File: config.mk
export PLATFORM = sky130hd
export DESIGN_NAME = reg_trace_monitor
export DESIGN_NICKNAME = d
export VERILOG_FILES = /design/src/rtl/trace_pkg.sv /design/src/rtl/trace_fifo.sv /design/src/rtl/reg_trace_monitor.sv
export SDC_FILE = /design/constraint.sdc
export NUM_CORES = 1
export LEC_CHECK = 0
export CORE_ASPECT_RATIO = 0.7
export CORE_MARGIN = 1
export CORE_UTILIZATION = 50
export CTS_CLUSTER_SIZE = 20
export DETAILED_ROUTE_END_ITERATION = 10
export PLACE_DENSITY = 0.67
export RECOVER_POWER = 25
export SETUP_SLACK_MARGIN = 0.15
export SLEW_MARGIN = 10
export SYNTH_ARGS = -nofsm -noshare
export SYNTH_HDL_FRONTEND = slang
export SYNTH_SLANG_ARGS = --single-unit
File: constraint.sdc
create_clock -name clk -period 4.1 [get_ports clk]
set_clock_uncertainty 0.15 [all_clocks]
set_input_delay 0.82 -clock clk [delete_from_list [all_inputs] [get_ports clk]]
set_output_delay 0.82 -clock clk [all_outputs]
set_load 0.03 [all_outputs]
File: src/rtl/trace_pkg.sv
// Shared types, width helpers and event pack/unpack macros for the register trace monitor.
`ifndef TRACE_PKG_SV
`define TRACE_PKG_SV

`define TRACE_EV_PACK(ts, ch, d) {(ts), (ch), (d)}
`define TRACE_EV_FIELDS(ts, ch, d) {ts, ch, d}

package trace_pkg;

    typedef enum logic {
        ST_IDLE  = 1'b0,
        ST_ARMED = 1'b1
    } trace_state_e;

    function automatic int unsigned clog2(input int unsigned v);
        int unsigned r;
        r = 0;
        for (int unsigned i = 0; i < 32; i++) begin
            if ((32'd1 << i) < v) r = i + 1;
        end
        return r;
    endfunction

    function automatic int unsigned ch_w(input int unsigned nch);
        return clog2(nch) + 1;
    endfunction

    function automatic int unsigned cnt_w(input int unsigned depth);
        return clog2(depth) + 1;
    endfunction

endpackage

`endif

File: src/rtl/trace_fifo.sv
// Event FIFO with a registered head word; a write into an empty FIFO lands
// directly in the head so it is visible the cycle after the write.
module trace_fifo import trace_pkg::*; #(
    parameter int unsigned DEPTH = 16,
    parameter int unsigned DW    = 8
) (
    input  logic                      clk,
    input  logic                      rst,
    input  logic                      wr_en,
    input  logic [DW-1:0]             wr_data,
    output logic                      full,
    input  logic                      rd_en,
    output logic [DW-1:0]             rd_data,
    output logic                      empty,
    output logic [cnt_w(DEPTH)-1:0]   count
);

    localparam int unsigned AW    = clog2(DEPTH);
    localparam int unsigned CNT_W = cnt_w(DEPTH);

    logic [DW-1:0]    mem [DEPTH];
    logic [AW-1:0]    wr_ptr;
    logic [AW-1:0]    rd_ptr;
    logic [AW-1:0]    rd_nxt;
    logic [CNT_W-1:0] cnt;
    logic [DW-1:0]    head;
    logic             do_wr;
    logic             do_rd;

    assign empty   = (cnt == '0);
    assign full    = (cnt == CNT_W'(DEPTH));
    assign do_rd   = rd_en && !empty;
    assign do_wr   = wr_en && (!full || do_rd);
    assign rd_nxt  = rd_ptr + 1'b1;
    assign rd_data = head;
    assign count   = cnt;

    always_ff @(posedge clk) begin
        if (do_wr) mem[wr_ptr] <= wr_data;
    end

    always_ff @(posedge clk or negedge rst) begin
        if (!rst) begin
            wr_ptr <= '0;
            rd_ptr <= '0;
            cnt    <= '0;
            head   <= '0;
        end else begin
            if (do_wr) wr_ptr <= wr_ptr + 1'b1;
            if (do_rd) rd_ptr <= rd_nxt;
            case ({do_wr, do_rd})
                2'b10:   cnt <= cnt + 1'b1;
                2'b01:   cnt <= cnt - 1'b1;
                default: cnt <= cnt;
            endcase
            // head mirrors mem[rd_ptr]; the next entry is already in mem when cnt >= 2
            if (empty && do_wr) begin
                head <= wr_data;
            end else if (do_rd) begin
                if (cnt == CNT_W'(1)) begin
                    if (do_wr) head <= wr_data;
                end else begin
                    head <= mem[rd_nxt];
                end
            end
        end
    end

endmodule

File: src/rtl/reg_trace_monitor.sv
// Logs value changes on NCH probe channels as {ts, channel, value} events in a FIFO.
// Optional TRACE_FILTER_EN adds the ch_mask port for per-channel event filtering.
module reg_trace_monitor import trace_pkg::*; #(
    parameter int unsigned NCH   = 2,
    parameter int unsigned WIDTH = 32,
    parameter int unsigned DEPTH = 16,
    parameter int unsigned TS_W  = 16
) (
    input  logic                      clk,
    input  logic                      rst,
    input  logic                      en,
    input  logic [NCH*WIDTH-1:0]      ch_data,
`ifdef TRACE_FILTER_EN
    input  logic [NCH-1:0]            ch_mask,
`endif
    output logic                      out_valid,
    input  logic                      out_ready,
    output logic [TS_W-1:0]           out_ts,
    output logic [ch_w(NCH)-1:0]      out_ch,
    output logic [WIDTH-1:0]          out_data,
    output logic [cnt_w(DEPTH)-1:0]   count,
    output logic                      lost
);

    localparam int unsigned CH_W = ch_w(NCH);
    localparam int unsigned EV_W = TS_W + CH_W + WIDTH;

    trace_state_e state, state_nxt;
    logic                armed;
    logic [TS_W-1:0]     ts;
    logic [WIDTH-1:0]    prev    [NCH];
    logic [WIDTH-1:0]    cap_val [NCH];
    logic [TS_W-1:0]     cap_ts  [NCH];
    logic [NCH-1:0]      pend;
    logic [NCH-1:0]      chg;
    logic [NCH-1:0]      sel_oh;
    logic [NCH-1:0]      clr;
    logic [NCH-1:0]      trace_mask;
    logic [CH_W-1:0]     sel;
    logic [TS_W-1:0]     push_ts;
    logic [WIDTH-1:0]    push_val;
    logic                found;
    logic                push;
    logic                pop;
    logic                full;
    logic                empty;
    logic [EV_W-1:0]     wr_ev;
    logic [EV_W-1:0]     rd_ev;

`ifdef TRACE_FILTER_EN
    assign trace_mask = ch_mask;
`else
    assign trace_mask = '1;
`endif

    always_ff @(posedge clk or negedge rst) begin
        if (!rst) state <= ST_IDLE;
        else      state <= state_nxt;
    end

    // First enabled cycle only snapshots the baseline; events start the cycle after.
    always_comb begin
        state_nxt = en ? ST_ARMED : ST_IDLE;
    end

    always_comb begin
        armed = (state == ST_ARMED);
    end

    always_comb begin
        chg = '0;
        for (int unsigned k = 0; k < NCH; k++) begin
            chg[k] = en && armed && trace_mask[k] && (ch_data[k*WIDTH +: WIDTH] != prev[k]);
        end
    end

    always_comb begin
        found    = 1'b0;
        sel      = '0;
        sel_oh   = '0;
        push_ts  = '0;
        push_val = '0;
        for (int unsigned k = 0; k < NCH; k++) begin
            if (pend[k] && !found) begin
                found     = 1'b1;
                sel       = CH_W'(k);
                sel_oh[k] = 1'b1;
                push_ts   = cap_ts[k];
                push_val  = cap_val[k];
            end
        end
    end

    assign out_valid = !empty;
    assign pop       = out_valid && out_ready;
    assign push      = found && (!full || pop);
    assign clr       = push ? sel_oh : '0;
    assign wr_ev     = `TRACE_EV_PACK(push_ts, sel, push_val);

    always_ff @(posedge clk or negedge rst) begin
        if (!rst) begin
            ts   <= '0;
            pend <= '0;
            lost <= 1'b0;
            for (int unsigned k = 0; k < NCH; k++) begin
                prev[k]    <= '0;
                cap_val[k] <= '0;
                cap_ts[k]  <= '0;
            end
        end else begin
            if (en) ts <= ts + 1'b1;
            // a change landing on a slot being pushed this cycle re-arms it, nothing is lost
            pend <= chg | (pend & ~clr);
            if (|(chg & pend & ~clr)) lost <= 1'b1;
            for (int unsigned k = 0; k < NCH; k++) begin
                if (en) prev[k] <= ch_data[k*WIDTH +: WIDTH];
                if (chg[k]) begin
                    cap_val[k] <= ch_data[k*WIDTH +: WIDTH];
                    cap_ts[k]  <= ts;
                end
            end
        end
    end

    trace_fifo #(
        .DEPTH (DEPTH),
        .DW    (EV_W)
    ) u_fifo (
        .clk     (clk),
        .rst     (rst),
        .wr_en   (push),
        .wr_data (wr_ev),
        .full    (full),
        .rd_en   (pop),
        .rd_data (rd_ev),
        .empty   (empty),
        .count   (count)
    );

    assign `TRACE_EV_FIELDS(out_ts, out_ch, out_data) = rd_ev;

endmodule

==> results by group, run 1 <==
Outcome
  – Status: finished, violations left
  – Violated checks: capacitance limit, slew limit

Setup path
  – CP Class: reg2reg
  – CP peak stage delay: 940 ps
  – Critical Path Sink: u_fifo.rd_data[7]
  – R2r worst-path depth: 5
  – Critical path launch point: pend[0]
  – Worst path cell trace: clkbuf_2, a22o_1, clkbuf_1, a2bb2oi_1, o211a_1
  – Worst EP required: 4540 ps
  – R2R setup slack: about 540 ps
  – Worst reg2reg endpoint: u_fifo.rd_data[7]
  – Critical-path top delay cell: clkbuf_2
  – Setup crit start kind: flip-flop
  – Worst r2r src: pend[0]
  – CP endpoint kind: flip-flop
  – Arr. time, crit path: 4000 ps
  – Worst-path fanout max: 43
  – WP buf/inv: 2
  – Levels on crit path: 5
  – Top cell family by delay on the critical path: buffers and inverters

Final layout
  – Layout cells sized above 1: 26.3%
  – Diodes inserted: 0
  – Multi-input logic area: 10,400 µm²
  – Flip-flop and latch area: 29,600 µm²
  – Final Util: 58.7%
  – Fillers: 5,712
  – Most common cell after layout, fill and taps aside: edfxtp_1
  – Nets: 2,325
  – Most frequent cells in the layout: 784 x edfxtp_1, 241 x dfrtp_1, 198 x mux4_2
  – P&R area growth vs syn: 15.2%

Global route
  – Largest net degree at the start of global routing: 88
  – Number of global-route vias before repair: 21,000
  – Total track usage: 22.7%
  – GR Overflow Total: 0
  – Antenna violations before repair: 0
  – First-pass GRT wire length: between 100 and 150 mm

STA
  – Fmax: 281 MHz
  – Final period utilization: a little under 90%
  – Worst relative slew slack: -61.1%
  – RSZ-0062 raised after global routing: no
  – Final Max Tran Viols: 117
  – Fin. Hold Viols: 0
  – Min cycle time layout: 3560 ps
  – Worst-Margin Slew: roughly 2400 ps
  – Setup TNS: 0 ps
  – # setup viols final: 0

Yosys
  – Multiplexer share of the synthesized area: 16.7%
  – Number of flops mapped to enable cells by yosys: 784
  – Main combinational cell family by area after synthesis: multiplexers
  – Sequential area share after synthesis: 73.2%
  – Simple-Gate Fraction of Synth Area: ~2.7%
  – Xor-xnor portion of the synthesized cell area: 2.03%
  – Synth Area in Adders: 0.340%
  – Yosys warns: 0
  – Synth Net Count: 2,128
  – Async set-reset flop share out of synthesis: 23.6%
  – Area contributors post-synth: edfxtp_1 58%, dfrtp_1 15%, mux4_2 11%
  – Dominant cell type by area after synthesis: edfxtp_1
  – Synth top area share: 58.2%
  – Synth Area in Compound Gates: around 3.5%
  – Ys flop type: edfxtp_1
  – Syn Inst Count: 2,049
  – Mapped Area: 40,400 µm²
  – Count of state elements after synthesis: 1,026
  – Mapped Avg Cell Area: 19.7 µm²
  – Post-synthesis cell type count: 44

Clock network
  – CTS tree: built
  – Root buf cell: clkbuf_16
  – Post-CTS Hold Buffers: 0
  – Clock buffer count from CTS: 93
  – Worst-path clk slew: 60 ps
  – Post-CTS Setup Bufs: 0
  – Post-CTS sizing: 0
  – Clk Latency, worst-skew pair: 660 ps
  – CTS H-tree depth: 3
  – CTS Buffer Depth: 3
  – Total clock sinks: 1,026

Hold path
  – Hold path startpoint: cap_ts[15]
  – Worst min path class: reg2reg

Detailed routing
  – M1 WL: about 42 mm
  – 1st-iter DRT viols: around 1,900
  – Via count: between 20,000 and 25,000
  – Via/cell ratio: 5.99
  – Final antenna-violating net count: 0
  – Met3 wire len: 4.75 mm
  – DRC: 0
  – Wirelength per Cell: 26.8 µm
  – Pre-antenna DRT Iters: 5
  – Post-Route WL: slightly above 90 mm
  – Max layer used: met4
  – Routed wl met2: 42.5 mm

Floorplanning
  – Die Area: 82,000 µm²
  – I/O Pins: 125
  – Row count: 86
  – Initial core utilization: approximately half
  – Core box area: 79,300 µm²
  – Die Span Y: 240 µm
  – DIE WIDTH: 342 µm

Power
  – Worst VDD drop: 0.471 mV
  – Leakage: 0.0164 µW
  – Net switching power: 10,600 µW
  – Sw frac: 31.6%
  – Combinational share of power: 33.2%
  – Clock share of power: 26.5%
  – Register share of total power: 40.3%
  – Pint: approximately 23,000 µW
  – Power per cell area: slightly above 700 nW/µm²

Flow run
  – Max cap viols: 2

Placement
  – Port Buffers: 123
  – Gpl congestion: 0.781
  – Post-DP HPWL: approximately 55 mm
## how the worst min path moves through the flow
stage                  endpoint  cells after the start
floorplan                ts[15]                      1
global placement    cap_val[15]                      1
detailed placement  cap_val[27]                      1
CTS                     prev[2]                      1
global route        cap_val[20]                      1
finish               cap_ts[15]                      1
## cell usage after synthesis (2+ instances only)
cell and number:
ha_1 11, nand4_1 20, nand3_1 56, buf_2 36, buf_6 2, clkbuf_1 34
xnor2_1 81, a2bb2oi_1 47, edfxtp_1 784, mux2i_1 48, a22o_1 48, o211a_1 47
nor2_1 11, mux2_2 162, nor4_1 4, a21oi_1 6, and2_1 17, nor2b_1 2
nor3_1 3, o21ai_0 6, inv_1 8, buf_4 23, nand4b_1 2, and3_1 4
nand2_1 106, buf_1 15, dfrtp_1 242, mux4_2 198, xor2_1 11
## cell type report
type	count	share of cell area [%]
Timing Repair Buffer	212	4.58
Clock inverter	41	0.894
Inverter	8	0.0645
Multi-Input combinational cell	905	22.2
Sequential cell	1026	63.5
Tap cell	1056	2.84
Clock buffer	134	5.85
## layer usage
layer  vias up  global-route usage, %
met3       121                   3.77
met1     11000                   34.0
met2       569                   35.1
met5         -                      0
met4         0                   4.96
li1       8609                      -
## state kept, by name (all words and copies together) (netlist names), 2 cells and up
signal,count
u_fifo.rd_ptr,4
u_fifo.mem,784
cap_ts,32
ts,16
u_fifo.wr_ptr,4
u_fifo.count,5
prev,64
u_fifo.rd_data,49
pend,2
cap_val,64
## worst register-to-register path, stage by stage, from the launching register on
cell	delay (ps)
dfrtp_1	760
clkbuf_2	950
a22o_1	370
clkbuf_1	670
a2bb2oi_1	400
o211a_1	210
## power groups by stage
stage	clock network (µW)	registers [µW]	logic (µW)
after floorplan	0	13900	7210
after global placement	0	13600	11100
after detailed placement	0	13700	11200
after CTS	9000	13500	11300
after global routing	9400	13600	11900
final	8850	13500	11100
## stage by stage
| stage | power (µW) | hold slack [ps] | std cells | area, µm² | setup WS, ps |
|---|---|---|---|---|---|
| 4_1_cts | 33800 | 42.0 | 3382 | 46700 | 833 |
| 2_1_floorplan | 21200 | 306 | 2049 | 40400 | 506 |
| 5_1_grt | 34900 | 375 | 3382 | 46600 | 432 |
| 6_report | 33400 | 360 | 3382 | 46600 | 540 |
| 3_5_place_dp | 24900 | 347 | 3207 | 43500 | 464 |
| 3_3_place_gp | 24700 | 342 | 3207 | 43500 | 448 |
## cell families after synthesis
| logic type | Yosys count |
|---|---|
| AO/OA/AOI/OAI | 160 |
| AND/OR/NAND/NOR | 232 |
| buffers and inverters | 118 |
| XOR/XNOR | 93 |
| other | 1 |
| adder cells (fa/ha/maj) | 11 |
| flip-flops | 1026 |
| multiplexers | 408 |
Note: power is estimated with default switching activity, not from simulation.
==> run 2: changes to the inputs <==
CTS_CLUSTER_SIZE = 8   (was 20)
==> run 2 against run 1 <==
  * Sequential power hardly changed
  * Combinational power hardly changed
  * First-iteration DRC count is 0.27% lower
  * Cell area is 2.3% higher
  * Register-to-register slack better by 30 ps
  * Critical endpoint unchanged
  * The run still ends with capacitance limit, slew limit left
  * Total power is 6.6% higher
==> results by group, run 2 (synthesized netlist as in run 1, its figures left out) <==
Outcome
  – Violated checks: capacitance limit, slew limit
  – Status: finished, violations left

Setup path
  – Worst-path fanout max: 43 (unchanged)
  – CP Class: reg2reg
  – Critical-path top delay cell: clkbuf_2
  – CP endpoint kind: flip-flop
  – Arr. time, crit path: 4040 ps (+40 ps)
  – Setup crit start kind: flip-flop
  – Worst path cell trace: clkbuf_2, a22o_1, clkbuf_1, a2bb2oi_1, o211a_1
  – Worst EP required: 4610 ps (+70 ps)
  – CP peak stage delay: 940 ps (about the same)

Detailed routing
  – Wirelength per Cell: 26.6 µm (-0.54%)
  – 1st-iter DRT viols: 1,856 (-0.27%)
  – Post-Route WL: 92.0 mm (+1.6%)
  – Pre-antenna DRT Iters: 5 (unchanged)
  – Via/cell ratio: 5.93 (-1.1%)
  – Final antenna-violating net count: 0 (unchanged)
  – Via count: 20,500 (+1.0%)
  – DRC: 0 (unchanged)

STA
  – Hold WS: 355 ps (-4.21 ps)
  – Final Max Tran Viols: 117 (unchanged)
  – Fmax: 283 MHz (+0.87%)
  – Fin. Hold Viols: 0 (unchanged)
  – Worst relative slew slack: -59.6% (+1.5 points)
  – # setup viols final: 0 (unchanged)
  – Worst-Margin Slew: 2390 ps (-22.2 ps)
  – RSZ-0062 raised after global routing: no
  – Setup TNS: 0 ps (unchanged)
  – Min cycle time layout: 3530 ps (-30.6 ps)
  – Final period utilization: 86.1% (-0.75 points)

Clock network
  – Root buf cell: clkbuf_16
  – Clock buffer count from CTS: 146 (+57%)
  – Post-CTS Setup Bufs: 0 (unchanged)
  – CTS tree: built
  – CTS H-tree depth: 4 (+1)
  – Total clock sinks: 1,026 (unchanged)
  – Clk Latency, worst-skew pair: 730 ps (+70 ps)
  – Worst-path clk slew: 50 ps (about the same)
  – CTS Buffer Depth: 3 (unchanged)
  – Post-CTS sizing: 0 (unchanged)

Final layout
  – Nets: 2,379 (+2.3%)
  – P&R area growth vs syn: 17.9%
  – Top flop regs: u_fifo.mem (784), cap_val (64), prev (64)
  – Layout cells sized above 1: 26.2% (-0.091 points)
  – Most frequent cells in the layout: 784 x edfxtp_1, 241 x dfrtp_1, 198 x mux4_2
  – Final Util: 60.1% (+1.4 points)
  – Max FFs per register: 784 (unchanged)
  – Most flops, register: u_fifo.mem
  – Most common cell after layout, fill and taps aside: edfxtp_1
  – Design Area, Final: 47,700 µm² (+2.3%)
  – Diodes inserted: 0 (unchanged)

Floorplanning
  – Initial core utilization: 51.0% (unchanged)
  – I/O Pins: 125 (unchanged)
  – Row count: 86 (unchanged)
  – Die Span Y: 240 µm (unchanged)
  – DIE WIDTH: 342 µm (unchanged)
  – Die Area: 82,000 µm² (unchanged)
  – Core box area: 79,300 µm² (unchanged)

Hold path
  – Worst min path class: reg2reg

Global route
  – First-pass GRT wire length: 139 mm (+1.9%)
  – Total track usage: 23.3% (+0.59 points)
  – Largest net degree at the start of global routing: 88 (unchanged)
  – Antenna violations before repair: 0 (unchanged)
  – GR Overflow Total: 0 (unchanged)
  – Number of global-route vias before repair: 21,700 (+3.4%)

Power
  – Worst VDD drop: 0.450 mV (-4.5%)
  – Power per cell area: 747 nW/µm² (+4.2%)
  – Leakage: 0.0168 µW (+2.9%)
  – Tot Pwr: 35,600 µW (+6.6%)

Flow run
  – Max cap viols: 2 (unchanged)

Placement
  – Gpl congestion: 0.781 (unchanged)
  – Post-DP HPWL: 54.9 mm (unchanged)
  – Port Buffers: 123 (unchanged)
  – Placed cell area: 43,500 µm² (unchanged)
[run 2: worst paths after layout]
kind                       slack [ps]                 to  cells after the start   startpoint
setup / recovery                  570  u_fifo.rd_data[7]                      5      pend[0]
hold / removal                    360        cap_val[58]                      1  cap_val[58]
setup reg to reg                  570  u_fifo.rd_data[7]                      5      pend[0]
hold reg to reg                   360        cap_val[58]                      1  cap_val[58]
max in group asynchronous        1160            prev[9]                      2          rst
min in group asynchronous        1180           prev[31]                      2          rst
[run 2: stage by stage]
stage	setup WS [ps]	std cells
CTS	749	3455
finish	571	3455
global placement	448	3207
detailed placement	464	3207
floorplan	506	2049
global route	454	3455
[run 2: final cells by class]
class	instances	area [µm²]
sequential	1026	29600
tap	1056	1320
clock inverter	16	250
fill	5570	31600
inverter	8	30.0
multi-input combinational	905	10400
timing repair buffer	213	2140
clock buffer	231	3970
[run 2: per-layer routing]
layer | routed length, µm | vias to the layer above | GRT usage [%]
li1 | - | 8748 | -
met1 | 41400 | 10900 | 34.1
met2 | 42700 | 712 | 35.4
met3 | 5910 | 130 | 4.34
met4 | 1970 | 0 | 7.75
met5 | 0 | - | 0
[run 2: worst max-delay path, delay by kind of cell, from the launching register on]
kind / cells / cell delay (ps)
AOI/OAI and AO/OA: 3 / 860
buffers and inverters: 2 / 1600
DFF: 1 / 750
[run 2: repair_timing]
item | CTS | global route
endpoints found under the hold margin | 83 | 0
hold buffers | 1 | 0
endpoints found under the setup margin | 0 | 0
[run 2: where the power goes]
group,total (µW),internal (µW),switching [µW]
sequential,13500,12800,677
clock,11000,6630,4360
combinational,11100,5020,6100
total,35600,24500,11100
==> run 3: changes to the inputs <==
REMOVE_ABC_BUFFERS = 1   (was default)
==> run 3 against run 2 <==
  * The flow still finishes with violations (capacitance limit, slew limit)
  * Cell area is essentially flat
  * Sequential power is essentially flat
  * Utilization about the same
  * Combinational power barely moved
  * Sequential cell count stayed put
  * Clock-buffer cell count grew 10
  * Critical path depth unchanged
  * Largest cell class unchanged
==> results by group, run 3 (synthesized netlist as in run 1, its figures left out) <==
Outcome
  – Status: finished, violations left
  – Violated checks: capacitance limit, slew limit

Flow run
  – Max cap viols: 3 (+1)

Setup path
  – CP endpoint kind: flip-flop
  – Arr. time, crit path: 4110 ps (+70 ps)
  – Setup crit start kind: flip-flop
  – CP Class: reg2reg
  – Worst-path fanout max: 38 (-12%)
  – R2r worst-path depth: 5 (unchanged)
  – R2R setup slack: 500 ps (-70 ps)
  – Worst EP required: 4610 ps (about the same)

Global route
  – Number of global-route vias before repair: 21,600 (-0.57%)
  – Met2 usage: 36.6% (+1.2 points)
  – Met3 GRT Util: 6.59% (+2.3 points)
  – GR Overflow Total: 0 (unchanged)
  – Antenna violations before repair: 1 (+1)
  – Top Usage Layer GRT: met2
  – First-pass GRT wire length: 145 mm (+4.4%)
  – Largest net degree at the start of global routing: 97 (+10%)
  – Total track usage: 24.7% (+1.4 points)
  – GRT met1 Usage: 36.2% (+2.1 points)

Final layout
  – Max FFs per register: 784 (unchanged)
  – Nets: 2,367 (-0.50%)
  – P&R area growth vs syn: 17.9% (about the same)
  – Most frequent cells in the layout: 784 x edfxtp_1, 241 x dfrtp_1, 198 x mux4_2
  – Design Area, Final: 47,700 µm² (about the same)
  – Layout cells sized above 1: 26.0% (-0.22 points)
  – Most flops, register: u_fifo.mem
  – Top flop regs: u_fifo.mem (784), cap_val (64), prev (64)
  – Most common cell after layout, fill and taps aside: edfxtp_1
  – Fillers: 5,682 (+2.0%)

STA
  – Min cycle time layout: 3600 ps (+72.6 ps)
  – Final Max Tran Viols: 171 (+46%)
  – Fmax: 278 MHz (-2.0%)
  – Worst relative slew slack: -79.4% (-20 points)
  – Hold WS: 355 ps (-0.381 ps)
  – Final period utilization: 87.9% (+1.8 points)
  – Worst-Margin Slew: 2690 ps (+297 ps)
  – # setup viols final: 0 (unchanged)
  – Post-route setup slack: 498 ps (-72.6 ps)
  – RSZ-0062 raised after global routing: no
  – Fin. Hold Viols: 0 (unchanged)

Clock network
  – Root buf cell: clkbuf_16
  – Post-CTS Hold Buffers: 0 (-1)
  – CTS Buffer Depth: 3 (unchanged)
  – Total clock sinks: 1,026 (unchanged)
  – CTS H-tree depth: 4 (unchanged)
  – Post-CTS Setup Bufs: 0 (unchanged)
  – Clk Latency, worst-skew pair: 730 ps (about the same)
  – Worst-path clk slew: 50 ps (about the same)
  – CTS tree: built
  – Post-CTS sizing: 0 (unchanged)
  – Clock buffer count from CTS: 146 (unchanged)

Detailed routing
  – DRC: 0 (unchanged)
  – 1st-iter DRT viols: 2,135 (+15%)
  – Post-Route WL: 98.3 mm (+6.8%)
  – Via/cell ratio: 6.06 (+2.3%)
  – Final antenna-violating net count: 0 (unchanged)
  – Wirelength per Cell: 28.5 µm (+6.9%)
  – Pre-antenna DRT Iters: 7 (+2)
  – Via count: 20,900 (+2.2%)

Placement
  – Placed cell area: 43,400 µm² (-0.18%)
  – Port Buffers: 123 (unchanged)
  – Gpl congestion: 0.769 (-1.5%)
  – Post-DP HPWL: 55.5 mm (+1.1%)
  – Pre-CTS setup slack: 418 ps (-46.3 ps)

Hold path
  – Worst min path class: reg2reg
  – Hold depth: 1 (unchanged)

Floorplanning
  – Die Area: 82,000 µm² (unchanged)
  – Initial core utilization: 51.0% (unchanged)
  – I/O Pins: 125 (unchanged)
  – Die Span Y: 240 µm (unchanged)
  – Row count: 86 (unchanged)
  – DIE WIDTH: 342 µm (unchanged)
  – Core box area: 79,300 µm² (unchanged)

Power
  – Tot Pwr: 35,900 µW (+0.84%)
  – Leakage: 0.0168 µW (about the same)
  – Worst VDD drop: 0.479 mV (+6.6%)
  – Power per cell area: 754 nW/µm² (+0.87%)
==> run 3: changes by cell type in the layout (fill, tap and decap cells not counted) <==
cell and change:
clkbuf_1 +4, buf_4 -8, inv_6 -2, clkinvlp_4 +1
diode_2 +1, clkinv_4 -1, clkbuf_2 +3, clkbuf_16 +1
buf_2 -1, dlygate4sd3_1 -1, inv_16 +1
==> run 3: area by class of cell <==
type | count | area (µm²) | share of cell area [%]
sequential | 1026 | 29600 | 62.1
multi-input combinational | 905 | 10400 | 21.7
tap | 1056 | 1320 | 2.77
clock inverter | 15 | 251 | 0.528
inverter | 8 | 30.0 | 0.0630
antenna | 1 | 2.50 | 0.00525
timing repair buffer | 201 | 2060 | 4.33
clock buffer | 241 | 4030 | 8.46
==> run 3: critical path: stages (launching register included) <==
cell and delay [ps]:
dfrtp_1 860, clkbuf_2 1080, a22o_1 340, clkbuf_1 580, a2bb2oi_1 310, o211a_1 180
==> run 3: through the flow <==
| step | TNS, ps | instances | utilization, % |
|---|---|---|---|
| after floorplan | -479690 | 1939 | - |
| after global placement | 0 | 3196 | 54.8 |
| after detailed placement | 0 | 3196 | 54.8 |
| after CTS | 0 | 3452 | 60.2 |
| after global routing | 0 | 3452 | 60.1 |
| final | 0 | 3453 | 60.1 |
==> run 3: path summary, 6_finish.rpt <==
path	startpoint	endpoint
hold / removal	cap_ts[3]	cap_ts[3]
setup / recovery	pend[0]	u_fifo.rd_data[40]
max in group asynchronous	rst	prev[53]
min in group asynchronous	rst	cap_val[41]
hold reg to reg	cap_ts[3]	cap_ts[3]
setup reg to reg	pend[0]	u_fifo.rd_data[40]
==> run 3: power by group <==
group	switching, µW	internal, µW
Combinational	6200	5000
Sequential	770	12800
Clock	4410	6710
==> run 3: metal layers <==
layer,vias to the layer above,wire (µm)
met5,-,0
met4,0,1470
met1,11200,43000
met2,915,44900
li1,8750,-
met3,118,8900
